<file path="src/rtl/battle_director_if.sv">
// Battle handshake between the game-flow director (master) and the battle engine (slave).
interface battle_director_if;
    logic             is_battle;   // director -> engine: start/hold the battle
    logic [2:0][2:0]  team;        // director -> engine: chosen species, slot 0..2
    logic             end_battle;  // engine -> director: one-cycle finish pulse
    logic             result;      // engine -> director: 1 = player won

    modport master (output is_battle, team, input end_battle, result);
    modport slave  (input is_battle, team, output end_battle, result);
endinterface

</file>
<file path="src/rtl/battle_director.sv">
// Game-flow controller: title screen, 3-pick team selection, battle request,
// win/loss scoreboard and a timed result screen. All outputs are Moore.
module battle_director #(
    parameter int          NUM_SPECIES = 6,
    parameter logic [15:0] RESULT_HOLD = 16'd600
) (
    input  logic               Clk,
    input  logic               Reset,
    input  logic [7:0]         keycode,
    battle_director_if.master  bus,
    output logic [2:0]         cursor,
    output logic [1:0]         picked_count,
    output logic [1:0]         screen,
    output logic               last_result,
    output logic [7:0]         wins,
    output logic [7:0]         losses
);
    localparam logic [7:0] KEY_A     = 8'h04;
    localparam logic [7:0] KEY_S     = 8'h16;
    localparam logic [7:0] KEY_D     = 8'h07;
    localparam logic [7:0] KEY_ENTER = 8'h28;
    localparam logic [2:0] MAX_ID    = 3'(NUM_SPECIES - 1);

    typedef enum logic [2:0] {S_TITLE, S_SELECT, S_ARM, S_BATTLE, S_RESULT} state_t;

    state_t          state_q, state_d;
    logic [7:0]      prev_key_q, prev_key_d;
    logic [2:0]      cursor_q, cursor_d;
    logic [1:0]      picked_q, picked_d;
    logic [2:0][2:0] team_q, team_d;
    logic            last_q, last_d;
    logic [7:0]      wins_q, wins_d;
    logic [7:0]      losses_q, losses_d;
    logic [15:0]     hold_q, hold_d;

    logic key_evt, dup;

    // A key event fires once per press: on a new nonzero code, including key-to-key changes.
    always_comb begin
        key_evt = (keycode != 8'h00) && (keycode != prev_key_q);
    end

    // Cursor already present among the filled slots -> ENTER must not pick it again.
    always_comb begin
        dup = 1'b0;
        for (int i = 0; i < 3; i++) begin
            if ((2'(i) < picked_q) && (team_q[i] == cursor_q)) dup = 1'b1;
        end
    end

    // Next-state and datapath updates for the whole game flow.
    always_comb begin
        state_d    = state_q;
        prev_key_d = keycode;
        cursor_d   = cursor_q;
        picked_d   = picked_q;
        team_d     = team_q;
        last_d     = last_q;
        wins_d     = wins_q;
        losses_d   = losses_q;
        hold_d     = hold_q;

        case (state_q)
            S_TITLE: begin
                if (key_evt && keycode == KEY_ENTER) begin
                    state_d  = S_SELECT;
                    picked_d = 2'd0;
                    team_d   = '0;
                    cursor_d = 3'd0;
                end
            end
            S_SELECT: begin
                if (key_evt) begin
                    case (keycode)
                        KEY_D: cursor_d = (cursor_q == MAX_ID) ? 3'd0 : cursor_q + 3'd1;
                        KEY_A: cursor_d = (cursor_q == 3'd0) ? MAX_ID : cursor_q - 3'd1;
                        KEY_ENTER: begin
                            if (!dup) begin
                                for (int i = 0; i < 3; i++) begin
                                    if (2'(i) == picked_q) team_d[i] = cursor_q;
                                end
                                picked_d = picked_q + 2'd1;
                                if (picked_q == 2'd2) state_d = S_ARM;
                            end
                        end
                        KEY_S: begin
                            if (picked_q != 2'd0) begin
                                for (int i = 0; i < 3; i++) begin
                                    if (2'(i) == picked_q - 2'd1) team_d[i] = 3'd0;
                                end
                                picked_d = picked_q - 2'd1;
                            end
                        end
                        default: ;
                    endcase
                end
            end
            // One quiet cycle so the engine sees a stable team before is_battle rises.
            S_ARM: state_d = S_BATTLE;
            S_BATTLE: begin
                if (bus.end_battle) begin
                    last_d = bus.result;
                    if (bus.result) begin
                        if (wins_q != 8'hFF) wins_d = wins_q + 8'd1;
                    end else begin
                        if (losses_q != 8'hFF) losses_d = losses_q + 8'd1;
                    end
                    hold_d  = RESULT_HOLD;
                    state_d = S_RESULT;
                end
            end
            S_RESULT: begin
                if ((key_evt && keycode == KEY_ENTER) || hold_q == 16'd0) begin
                    state_d = S_TITLE;
                end else begin
                    hold_d = hold_q - 16'd1;
                end
            end
            default: state_d = S_TITLE;
        endcase
    end

    // State and scoreboard registers; reset clears everything including the score.
    always_ff @(posedge Clk) begin
        if (Reset) begin
            state_q    <= S_TITLE;
            prev_key_q <= 8'h00;
            cursor_q   <= 3'd0;
            picked_q   <= 2'd0;
            team_q     <= '0;
            last_q     <= 1'b0;
            wins_q     <= 8'd0;
            losses_q   <= 8'd0;
            hold_q     <= 16'd0;
        end else begin
            state_q    <= state_d;
            prev_key_q <= prev_key_d;
            cursor_q   <= cursor_d;
            picked_q   <= picked_d;
            team_q     <= team_d;
            last_q     <= last_d;
            wins_q     <= wins_d;
            losses_q   <= losses_d;
            hold_q     <= hold_d;
        end
    end

    // Outputs decoded from registered state only.
    always_comb begin
        case (state_q)
            S_TITLE:         screen = 2'd0;
            S_SELECT:        screen = 2'd1;
            S_ARM, S_BATTLE: screen = 2'd2;
            default:         screen = 2'd3;
        endcase
        bus.is_battle = (state_q == S_BATTLE);
        bus.team      = team_q;
        cursor        = cursor_q;
        picked_count  = picked_q;
        last_result   = last_q;
        wins          = wins_q;
        losses        = losses_q;
    end
endmodule

</file>
<file path="src/flat_wrapper.sv">
// flat-port wrapper written by rule: the top's interface ports become plain ports
module battle_director_flat 
#(
    parameter int          NUM_SPECIES = 6,
    parameter logic [15:0] RESULT_HOLD = 16'd600
)
  (Clk, Reset, keycode, cursor, picked_count, screen, last_result, wins, losses, bus_is_battle, bus_team, bus_end_battle, bus_result);
  battle_director_if bus_i ();
  input  logic Clk;
  input  logic Reset;
  input  logic [7:0] keycode;
  output logic [2:0] cursor;
  output logic [1:0] picked_count;
  output logic [1:0] screen;
  output logic last_result;
  output logic [7:0] wins;
  output logic [7:0] losses;
  output wire logic [$bits(bus_i.is_battle)-1:0] bus_is_battle;
  output wire logic [$bits(bus_i.team)-1:0] bus_team;
  input wire logic [$bits(bus_i.end_battle)-1:0] bus_end_battle;
  input wire logic [$bits(bus_i.result)-1:0] bus_result;
  assign bus_is_battle = bus_i.is_battle;
  assign bus_team = bus_i.team;
  assign bus_i.end_battle = bus_end_battle;
  assign bus_i.result = bus_result;
  battle_director #(.NUM_SPECIES(NUM_SPECIES), .RESULT_HOLD(RESULT_HOLD)) u_core (.Clk(Clk), .Reset(Reset), .keycode(keycode), .bus(bus_i), .cursor(cursor), .picked_count(picked_count), .screen(screen), .last_result(last_result), .wins(wins), .losses(losses));
endmodule
</file>
<file path="config.mk">
export PLATFORM = sky130hd
export DESIGN_NAME = battle_director_flat
export DESIGN_NICKNAME = d
export VERILOG_FILES = /design/src/rtl/battle_director_if.sv /design/src/rtl/battle_director.sv /design/src/flat_wrapper.sv
export SDC_FILE = /design/constraint.sdc
export NUM_CORES = 1
export LEC_CHECK = 0
export CAP_MARGIN = 20
export CORE_ASPECT_RATIO = 1.1
export CORE_MARGIN = 8
export CORE_UTILIZATION = 55
export CTS_CLUSTER_DIAMETER = 50
export DETAILED_ROUTE_END_ITERATION = 7
export GPL_ROUTABILITY_DRIVEN = 0
export PLACE_DENSITY = 0.81
export SYNTH_ARGS = -nofsm -noshare
export SYNTH_HDL_FRONTEND = slang
export SYNTH_SLANG_ARGS = --single-unit
</file>
<file path="constraint.sdc">
create_clock -name Clk -period 4.7 [get_ports Clk]
set_input_delay 0.705 -clock Clk [delete_from_list [all_inputs] [get_ports Clk]]
set_output_delay 0.705 -clock Clk [all_outputs]
set_load 0.03 [all_outputs]
</file>
==> impl_metrics.env, run 1 <==
export IMPL_via_count=2771
export IMPL_swShare_pct=26.7
export IMPL_worstRegToRegCells=6
export IMPL_p_switching_uw=291
export IMPL_antenna_left=0
export IMPL_crit_required_ns=4.96
export IMPL_arrival_ns=3.27
export IMPL_outcome="finished clean"
export IMPL_avgSynthCellArea_sq_um=8.41
export IMPL_end_kind="register"
export IMPL_peakVddDrop_uv=156
export IMPL_clk_pin_slew_ns=0.06
export IMPL_final_cell_mix="58 x dfxtp_1, 44 x clkdlybuf4s50_1, 40 x nor2_1"
export IMPL_p_comb_share_pct=14.7
export IMPL_cts_resized_gates=0
export IMPL_crit_type="primary input to register"
export IMPL_final_common_cell="dfxtp_1"
export IMPL_cts_hold_buf=0
export IMPL_cts_buffer_depth=2
export IMPL_setup_tns_ns=0
export IMPL_std_cell_rows=28
export IMPL_maxCapViolCount=0
export IMPL_power_density_mw_per_mm2=292
export IMPL_port_buffers=45
export IMPL_detail_route_vias_per_cell=5.71
export IMPL_cts_setup_buffers=0
export IMPL_numCtsBuffers=9
export IMPL_p_leak_uw=0.00139
export IMPL_synth_edf_count=0
export IMPL_routed_wl_mm=7.33
export IMPL_min_path_type="register to register"
export IMPL_design_area_sq_mm=0.00373
export IMPL_areaGrowthSynthToFinish_pct=20.2
export IMPL_ctsHtreeMaxLevel=3
export IMPL_hpwlAfterDp_mm=5.09
export IMPL_drc=0
export IMPL_hold_depth=2
export IMPL_drive_gt1_share_pct=5.85
export IMPL_fillCellCount=446
export IMPL_grt_pass1_wl_mm=11.9
export IMPL_worst_slew_pin_slew_ns=0.982
export IMPL_synth_top_area_cell="dfxtp_1"
export IMPL_antenna_found_initial=0
export IMPL_num_io_pins=46
export IMPL_ys_warn_count=0
export IMPL_core_area_sq_mm=0.00543
export IMPL_chipWidth_um=87.6
export IMPL_yosysUniqueCellTypes=51
export IMPL_layout_nets=428
export IMPL_diodes=0
export IMPL_cts_root_buf="clkbuf_8"
export IMPL_crit_path_max_fanout=9
export IMPL_synth_cells=369
export IMPL_cts_tree="done"
export IMPL_fin_worst_skew_ns=0.00666
export IMPL_placed_cells=471
export IMPL_die_area_sq_mm=0.00831
export IMPL_clock_latency_ns=0.33
export IMPL_initial_utilization_pct=57.2
export IMPL_synth_area_sq_mm=0.00310
export IMPL_die_y_um=94.8
export IMPL_drv_slew=0
export IMPL_syn_num_nets=390
export IMPL_grt_pass1_vias=2632
export IMPL_ys_ff_latch=58
export IMPL_setup_slack_ns=1.68
export IMPL_synth_area_leaders="dfxtp_1 37%, xnor2_1 5.1%, mux2i_1 4.8%, nor2_1 4.8%, a21oi_1 4.4%"
export IMPL_track_usage_pct=18.0
export IMPL_rsz0062_at_grt="no"
export IMPL_cts_sinks=58
export IMPL_synth_top_area_share_pct=37.4
export IMPL_synthFlopType="dfxtp_1"
export IMPL_grt_overflow_total=0
export IMPL_drtPass1Iterations=5
export IMPL_placed_area_sq_mm=0.00355
export IMPL_clkPwrFrac_pct=37.8
export IMPL_fmax_mhz=331
export IMPL_wire_per_inst_um=15.1
export IMPL_min_period_over_period_pct=64.2
export IMPL_seqPwrFrac_pct=47.6
export IMPL_async_reset_ff_share_pct=0
export IMPL_worst_setup_path_start_kind="primary input"
export IMPL_internal_power_uw=797
export IMPL_seq_area_frac_synth_pct=37.4
export IMPL_place_ws_ns=1.39
export IMPL_grt_max_degree=60
export IMPL_drt_iter0_drc=211
export IMPL_fin_crit_ns=3.02
export IMPL_finalSetupViolCount=0
export IMPL_slew_headroom_pct=34.6
export IMPL_fin_cells=485
export IMPL_hold_viol_final=0
-- layout make-up --
| class | instances | area [sq um] | share of cell area, % |
|---|---|---|---|
| Tap cell | 75 | 93.8 | 2.52 |
| Clock inverter | 2 | 12.5 | 0.335 |
| Clock buffer | 12 | 165 | 4.43 |
| Sequential cell | 58 | 1160 | 31.1 |
| Multi-Input combinational cell | 279 | 1800 | 48.3 |
| Inverter | 14 | 52.6 | 1.41 |
| Timing Repair Buffer | 45 | 445 | 11.9 |
-- stage by stage --
stage          hold slack [ns]  util (%)  power (uW)
2_1_floorplan            0.442         -         640
3_3_place_gp             0.451      65.4         683
3_5_place_dp             0.460      65.4         686
4_1_cts                  0.478      68.7        1090
5_1_grt                  0.505      68.7        1130
6_report                 0.477      68.7        1090
-- critical path: stages --
cell	delay (ns)
clkdlybuf4s50_1	0.51
nor4_1	0.60
nand4_1	0.49
nand2_1	0.19
o22a_1	0.27
and3_1	0.31
mux2i_1	0.20
-- routing by layer --
layer / global-route usage [%] / share of wire (%) / vias to the layer above / routed length [um]
met3: 3.39 / 4.4 / 10 / 322
met4: 9.47 / 2.0 / 0 / 143
met5: 0 / 0 / - / 0
li1: - / - / 1379 / -
met1: 20.4 / 44 / 1314 / 3220
met2: 31.4 / 50 / 68 / 3640
-- cells in the mapped netlist (all sizes together) (5+ instances only) --
master,n
dfxtp,58
buf,6
nor2b,11
nand4,12
inv,14
ha,9
xnor2,18
nor4,9
mux2i,15
clkbuf,12
nor3,15
nand2b,11
or3,5
o21ai,16
a21oi,27
xor2,13
nand3,14
nor2,40
nand2,19
-- logic make-up after synthesis --
family | share of synthesized area [%]
XOR/XNOR | 8.75
AO/OA/AOI/OAI | 13.7
AND/OR/NAND/NOR | 26.2
adder cells (fa/ha/maj) | 3.63
multiplexers | 5.68
buffers and inverters | 4.59
flip-flops | 37.4
-- path summary, 6_finish.rpt --
check	to	startpoint	slack [ns]
worst min register to register	u_core.last_result$_SDFFE_PP0P_	u_core.last_result$_SDFFE_PP0P_	0.48
worst max-delay path	u_core.bus.team[7]$_SDFFE_PP0P_	keycode[5]	1.68
worst min-delay path	u_core.last_result$_SDFFE_PP0P_	u_core.last_result$_SDFFE_PP0P_	0.48
worst max register to register	u_core.hold_q[12]$_SDFFE_PP0P_	u_core.hold_q[7]$_SDFFE_PP0P_	2.04
-- power groups by stage --
| stage | clock network (uW) | registers [uW] | logic [uW] |
|---|---|---|---|
| floorplan | 0 | 523 | 117 |
| global placement | 0 | 527 | 156 |
| detailed placement | 0 | 528 | 158 |
| CTS | 418 | 517 | 159 |
| global route | 434 | 519 | 175 |
| finish | 411 | 518 | 160 |
-- state kept, by name, summed over array words and instances (netlist names) --
| name | flops |
|---|---|
| u_core.hold_q | 16 |
| u_core.bus.team | 9 |
| u_core.losses | 8 |
| u_core.prev_key_q | 8 |
| u_core.wins | 8 |
| u_core.cursor | 3 |
| u_core.state_q | 3 |
| u_core.picked_count | 2 |
| u_core.last_result | 1 |
No activity file was read; power rests on OpenSTA's default activity.
==> inputs of run 2 (changes only) <==
Settings changed: CORE_UTILIZATION 55 to 49, PLACE_DENSITY 0.81 to 0.76.
Clock period 4.7 ns to 2.75 ns, I/O delays scaled along.
==> run 2 against run 1 <==
Net effect: register-to-register slack worse by 1.7 ns; largest power group unchanged; critical path depth down 4; via count up 0.36%; highest routed layer unchanged; sequential share of layout area down 0.87 points; largest cell class unchanged; clock power up 98%; cell area up 2.9%; final cell count up 3.3%; sequential cell count unchanged; setup slack worse by 1.4 ns.
==> impl_metrics.env, run 2 (synthesis results as in run 1) <==
export IMPL_finalSetupViolCount=0
export IMPL_worst_slew_pin_slew_ns=0.824
export IMPL_seq_area_sq_mm=0.00116
export IMPL_cp_slowest_stage_delay_ns=0.68
export IMPL_cts_tree="done"
export IMPL_final_common_cell="dfxtp_1"
export IMPL_layout_nets=438
export IMPL_cts_setup_buffers=0
export IMPL_drv_slew=0
export IMPL_multiInputGateArea_sq_mm=0.00180
export IMPL_core_area_sq_mm=0.00616
export IMPL_rsz0062_at_grt="no"
export IMPL_cts_resized_gates=0
export IMPL_fillCellCount=566
export IMPL_cts_hold_buf=0
export IMPL_antenna_found_initial=0
export IMPL_areaGrowthSynthToFinish_pct=23.7
export IMPL_drc=0
export IMPL_wire_per_inst_um=14.4
export IMPL_initial_utilization_pct=50.4
export IMPL_min_path_type="register to register"
export IMPL_num_io_pins=46
export IMPL_cts_buffer_depth=2
export IMPL_crit_required_ns=2.34
export IMPL_crit_type="register to primary output"
export IMPL_final_cell_mix="58 x dfxtp_1, 44 x clkdlybuf4s50_1, 40 x nor2_1"
export IMPL_via_count=2781
export IMPL_min_period_over_period_pct=88.5
export IMPL_grt_max_degree=48
export IMPL_hpwlAfterDp_mm=5.14
export IMPL_drt_iter0_drc=97
export IMPL_crit_path_max_fanout=14
export IMPL_port_buffers=45
export IMPL_worst_hold_slack_ns=0.472
export IMPL_power_density_mw_per_mm2=514
export IMPL_clk_pin_slew_ns=0.07
export IMPL_worst_setup_path_start_kind="register"
export IMPL_p_leak_uw=0.00146
export IMPL_drtPass1Iterations=4
export IMPL_arrival_ns=2.02
export IMPL_end_kind="primary output"
export IMPL_numCtsBuffers=9
export IMPL_cts_root_buf="clkbuf_8"
export IMPL_fmax_mhz=411
export IMPL_die_y_um=99.5
export IMPL_die_area_sq_mm=0.00914
export IMPL_cts_sinks=58
export IMPL_drive_gt1_share_pct=8.08
export IMPL_clock_latency_ns=0.34
export IMPL_peakVddDrop_uv=310
export IMPL_setup_tns_ns=0
export IMPL_slew_headroom_pct=45.1
export IMPL_fin_crit_ns=2.43
export IMPL_detail_route_vias_per_cell=5.55
export IMPL_chipWidth_um=91.9
export IMPL_cp_slowest_cell="clkdlybuf4s50_1"
export IMPL_grt_pass1_wl_mm=12.5
export IMPL_largest_reg_flops=16
export IMPL_track_usage_pct=16.6
export IMPL_routed_wl_mm=7.21
export IMPL_hold_viol_final=0
export IMPL_ctsHtreeMaxLevel=3
export IMPL_grt_overflow_total=0
export IMPL_largest_register="u_core.hold_q"
export IMPL_antenna_left=0
export IMPL_grt_pass1_vias=2718
export IMPL_path_cells="nand2_1 -> nand2_1 -> clkdlybuf4s50_1"
export IMPL_crit_top_cell="nand2_1"
export IMPL_fin_worst_skew_ns=0.00803
export IMPL_diodes=0
export IMPL_maxCapViolCount=0
export IMPL_outcome="finished clean"
export IMPL_std_cell_rows=30
-- run 2: path summary, 6_finish.rpt --
check / from / endpoint / slack (ns) / depth (start not counted)
worst max-delay path: u_core.state_q[0]$_SDFFE_PP0P_ / screen[0] / 0.32 / 3
worst min-delay path: u_core.hold_q[3]$_SDFFE_PP0P_ / u_core.hold_q[3]$_SDFFE_PP0P_ / 0.47 / 2
worst max register to register: u_core.hold_q[7]$_SDFFE_PP0P_ / u_core.hold_q[8]$_SDFFE_PP0P_ / 0.36 / 6
worst min register to register: u_core.hold_q[3]$_SDFFE_PP0P_ / u_core.hold_q[3]$_SDFFE_PP0P_ / 0.47 / 2
-- run 2: cell type report --
class / instances / area share [%]
clock buffer: 13 / 4.40
multi-input combinational: 279 / 46.9
inverter: 14 / 1.37
timing repair buffer: 55 / 13.6
sequential: 58 / 30.2
tap: 80 / 2.61
clock inverter: 2 / 0.913
-- run 2: routing by layer --
metal	GRT usage, %	up-vias	wire [um]
met5	0	-	0
met4	9.93	0	176
met3	4.22	15	361
met2	27.6	62	3490
met1	18.8	1300	3190
li1	-	1404	-
-- run 2: metrics by stage --
| step | worst slack, ns | cells | cell area, sq um | utilization [%] | power (uW) |
|---|---|---|---|---|---|
| 2_1_floorplan | 0.522 | 369 | 3100 | - | 1090 |
| 3_3_place_gp | 0.143 | 486 | 3630 | 59.0 | 1170 |
| 3_5_place_dp | 0.0405 | 486 | 3630 | 59.0 | 1180 |
| 4_1_cts | 0.327 | 501 | 3840 | 62.4 | 1990 |
| 5_1_grt | 0.159 | 501 | 3840 | 62.4 | 2060 |
| 6_report | 0.317 | 501 | 3840 | 62.4 | 1970 |
-- run 2: critical path: cells and delay by family, from the launching register on --
family	cells	cell delay, ns
flops	1	0.58
simple gates	2	0.42
buf+inv	1	0.68
-- run 2: where the power goes --
group	leakage (uW)	total [uW]	switching, uW	internal, uW
Combinational	0.000881	276	157	119
Clock	0.000106	812	325	486
Sequential	0.000469	884	25.0	859
Total	0.00146	1970	508	1460
==> inputs of run 3 (changes only) <==
--- a/config.mk
+++ b/config.mk
@@ -10,3 +10,3 @@
 export CORE_MARGIN = 8
-export CORE_UTILIZATION = 49
+export CORE_UTILIZATION = 55
 export CTS_CLUSTER_DIAMETER = 50
@@ -14,3 +14,3 @@
 export GPL_ROUTABILITY_DRIVEN = 0
-export PLACE_DENSITY = 0.76
+export PLACE_DENSITY = 0.81
 export SYNTH_ARGS = -nofsm -noshare
==> constraint.sdc (replaced) <==
create_clock -name Clk -period 3 [get_ports Clk]
set_input_delay 0.45 -clock Clk [delete_from_list [all_inputs] [get_ports Clk]]
set_output_delay 0.45 -clock Clk [all_outputs]
set_load 0.02 [all_outputs]
==> run 3 against run 2 <==
Net effect: sequential share of layout area is 0.55 points higher; die area fell by 9.1%; via count hardly changed; utilization is 7.1 points higher; clock power decreased by 25%; sequential cell count is the same; setup slack improved by 0.12 ns; final cell count down 1.4%; combinational power fell by 11%; non-clock buffer count fell by 3; register-to-register slack improved by 0.26 ns; critical path depth increased by 4; highest routed layer unchanged.
==> impl_metrics.env, run 3 (synthesis results as in run 1) <==
export IMPL_outcome="finished clean"
export IMPL_clock_latency_ns=0.34
export IMPL_finalSetupViolCount=0
export IMPL_drt_iter0_drc=198
export IMPL_drc=0
export IMPL_p_leak_uw=0.00142
export IMPL_rsz0062_at_grt="no"
export IMPL_grt_max_degree=43
export IMPL_antenna_left=0
export IMPL_min_period_over_period_pct=85.5
export IMPL_peakVddDrop_uv=414
export IMPL_detail_route_vias_per_cell=5.63
export IMPL_crit_required_ns=3.26
export IMPL_fin_worst_skew_ns=0.00689
export IMPL_path_cells="clkdlybuf4s50_1 -> nor4_2 -> nand4_1 -> nor4_1 -> o22a_1 -> and3_1 -> mux2i_1"
export IMPL_cp_slowest_stage_delay_ns=0.53
export IMPL_design_area_sq_mm=0.00377
export IMPL_drtPass1Iterations=4
export IMPL_cts_root_buf="clkbuf_8"
export IMPL_port_buffers=45
export IMPL_cts_resized_gates=0
export IMPL_die_area_sq_mm=0.00831
export IMPL_grt_pass1_vias=2671
export IMPL_maxCapViolCount=0
export IMPL_crit_buf_inv=1
export IMPL_worst_setup_path_start_kind="primary input"
export IMPL_fin_crit_ns=2.57
export IMPL_cts_buffer_depth=2
export IMPL_arrival_ns=2.83
export IMPL_track_usage_pct=17.5
export IMPL_min_path_type="register to register"
export IMPL_drive_gt1_share_pct=7.16
export IMPL_placed_cells=478
export IMPL_core_area_sq_mm=0.00543
export IMPL_cts_setup_buffers=0
export IMPL_routed_wl_mm=7.01
export IMPL_cts_sinks=58
export IMPL_worst_slew_pin_slew_ns=0.728
export IMPL_crit_path_max_fanout=7
export IMPL_via_count=2780
export IMPL_numCtsBuffers=9
export IMPL_hold_viol_final=0
export IMPL_num_io_pins=46
export IMPL_areaGrowthSynthToFinish_pct=21.4
export IMPL_cts_tree="done"
export IMPL_diodes=0
export IMPL_slew_headroom_pct=51.4
export IMPL_fin_cells=494
export IMPL_clk_pin_slew_ns=0.06
export IMPL_setup_tns_ns=0
export IMPL_hpwlAfterDp_mm=5.04
export IMPL_final_cell_mix="58 x dfxtp_1, 44 x clkdlybuf4s50_1, 40 x nor2_1"
export IMPL_grt_overflow_total=0
export IMPL_initial_utilization_pct=57.2
export IMPL_cts_hold_buf=0
export IMPL_die_y_um=94.8
export IMPL_final_common_cell="dfxtp_1"
export IMPL_cpLargestDelayFamily="simple AND/OR/NAND/NOR gates"
export IMPL_std_cell_rows=28
export IMPL_wire_per_inst_um=14.2
export IMPL_chipWidth_um=87.6
export IMPL_placed_area_sq_mm=0.00361
export IMPL_cp_slowest_cell="clkdlybuf4s50_1"
export IMPL_grt_pass1_wl_mm=11.6
export IMPL_ctsHtreeMaxLevel=3
export IMPL_power_density_mw_per_mm2=442
export IMPL_largest_reg_flops=16
export IMPL_fmax_mhz=390
export IMPL_end_kind="register"
export IMPL_largest_register="u_core.hold_q"
export IMPL_crit_type="primary input to register"
export IMPL_layout_nets=435
export IMPL_antenna_found_initial=0
export IMPL_drv_slew=0
-- run 3: changes by cell type in the layout (fill, tap and decap cells not counted) --
cell       before  now
clkbuf_8       12   10
clkbuf_1        1    3
clkinv_2        1    3
buf_4          10    7
bufinv_16       1    0
-- run 3: worst paths after layout --
kind / start / to / slack (ns) / cells past startpoint
hold reg to reg: u_core.last_result$_SDFFE_PP0P_ / u_core.last_result$_SDFFE_PP0P_ / 0.45 / 2
setup / recovery: keycode[0] / u_core.bus.team[7]$_SDFFE_PP0P_ / 0.43 / 7
setup reg to reg: u_core.hold_q[7]$_SDFFE_PP0P_ / u_core.hold_q[2]$_SDFFE_PP0P_ / 0.62 / 6
hold / removal: u_core.last_result$_SDFFE_PP0P_ / u_core.last_result$_SDFFE_PP0P_ / 0.45 / 2
-- run 3: per-stage QoR --
stage / total power [uW] / hold WS [ns] / utilization, % / setup WS (ns)
floorplan: 994 / 0.442 / - / 0.735
global placement: 1070 / 0.443 / 66.4 / 0.328
detailed placement: 1070 / 0.457 / 66.4 / 0.153
CTS: 1670 / 0.456 / 69.4 / 0.490
global route: 1730 / 0.479 / 69.4 / 0.357
finish: 1670 / 0.453 / 69.4 / 0.434
-- run 3: worst reg2reg max path, stage by stage (launching register included) --
cell and delay (ns):
dfxtp_1 0.35, or3_4 0.42, or4_4 0.47, o31a_1 0.27, and2_4 0.24, or2_1 0.27
a311oi_1 0.26
-- run 3: area by class of cell --
type	instances	area, sq um
tap	75	93.8
clock buffer	13	149
timing repair buffer	52	498
multi-input combinational	279	1800
fill	447	1660
sequential	58	1160
inverter	14	52.6
clock inverter	3	15.0
-- run 3: layer usage --
layer	vias to the layer above	track usage [%]	share of wire [%]
met1	1295	20.2	46
met4	0	9.47	2.0
li1	1401	-	-
met5	-	0	0
met2	70	29.5	47
met3	14	3.74	5.0
-- run 3: where the power goes --
part | switching [uW] | total (uW) | leakage (uW) | internal (uW)
combinational | 138 | 246 | 0.000867 | 108
sequential | 23.1 | 811 | 0.000469 | 787
clock | 290 | 609 | 0.0000872 | 318
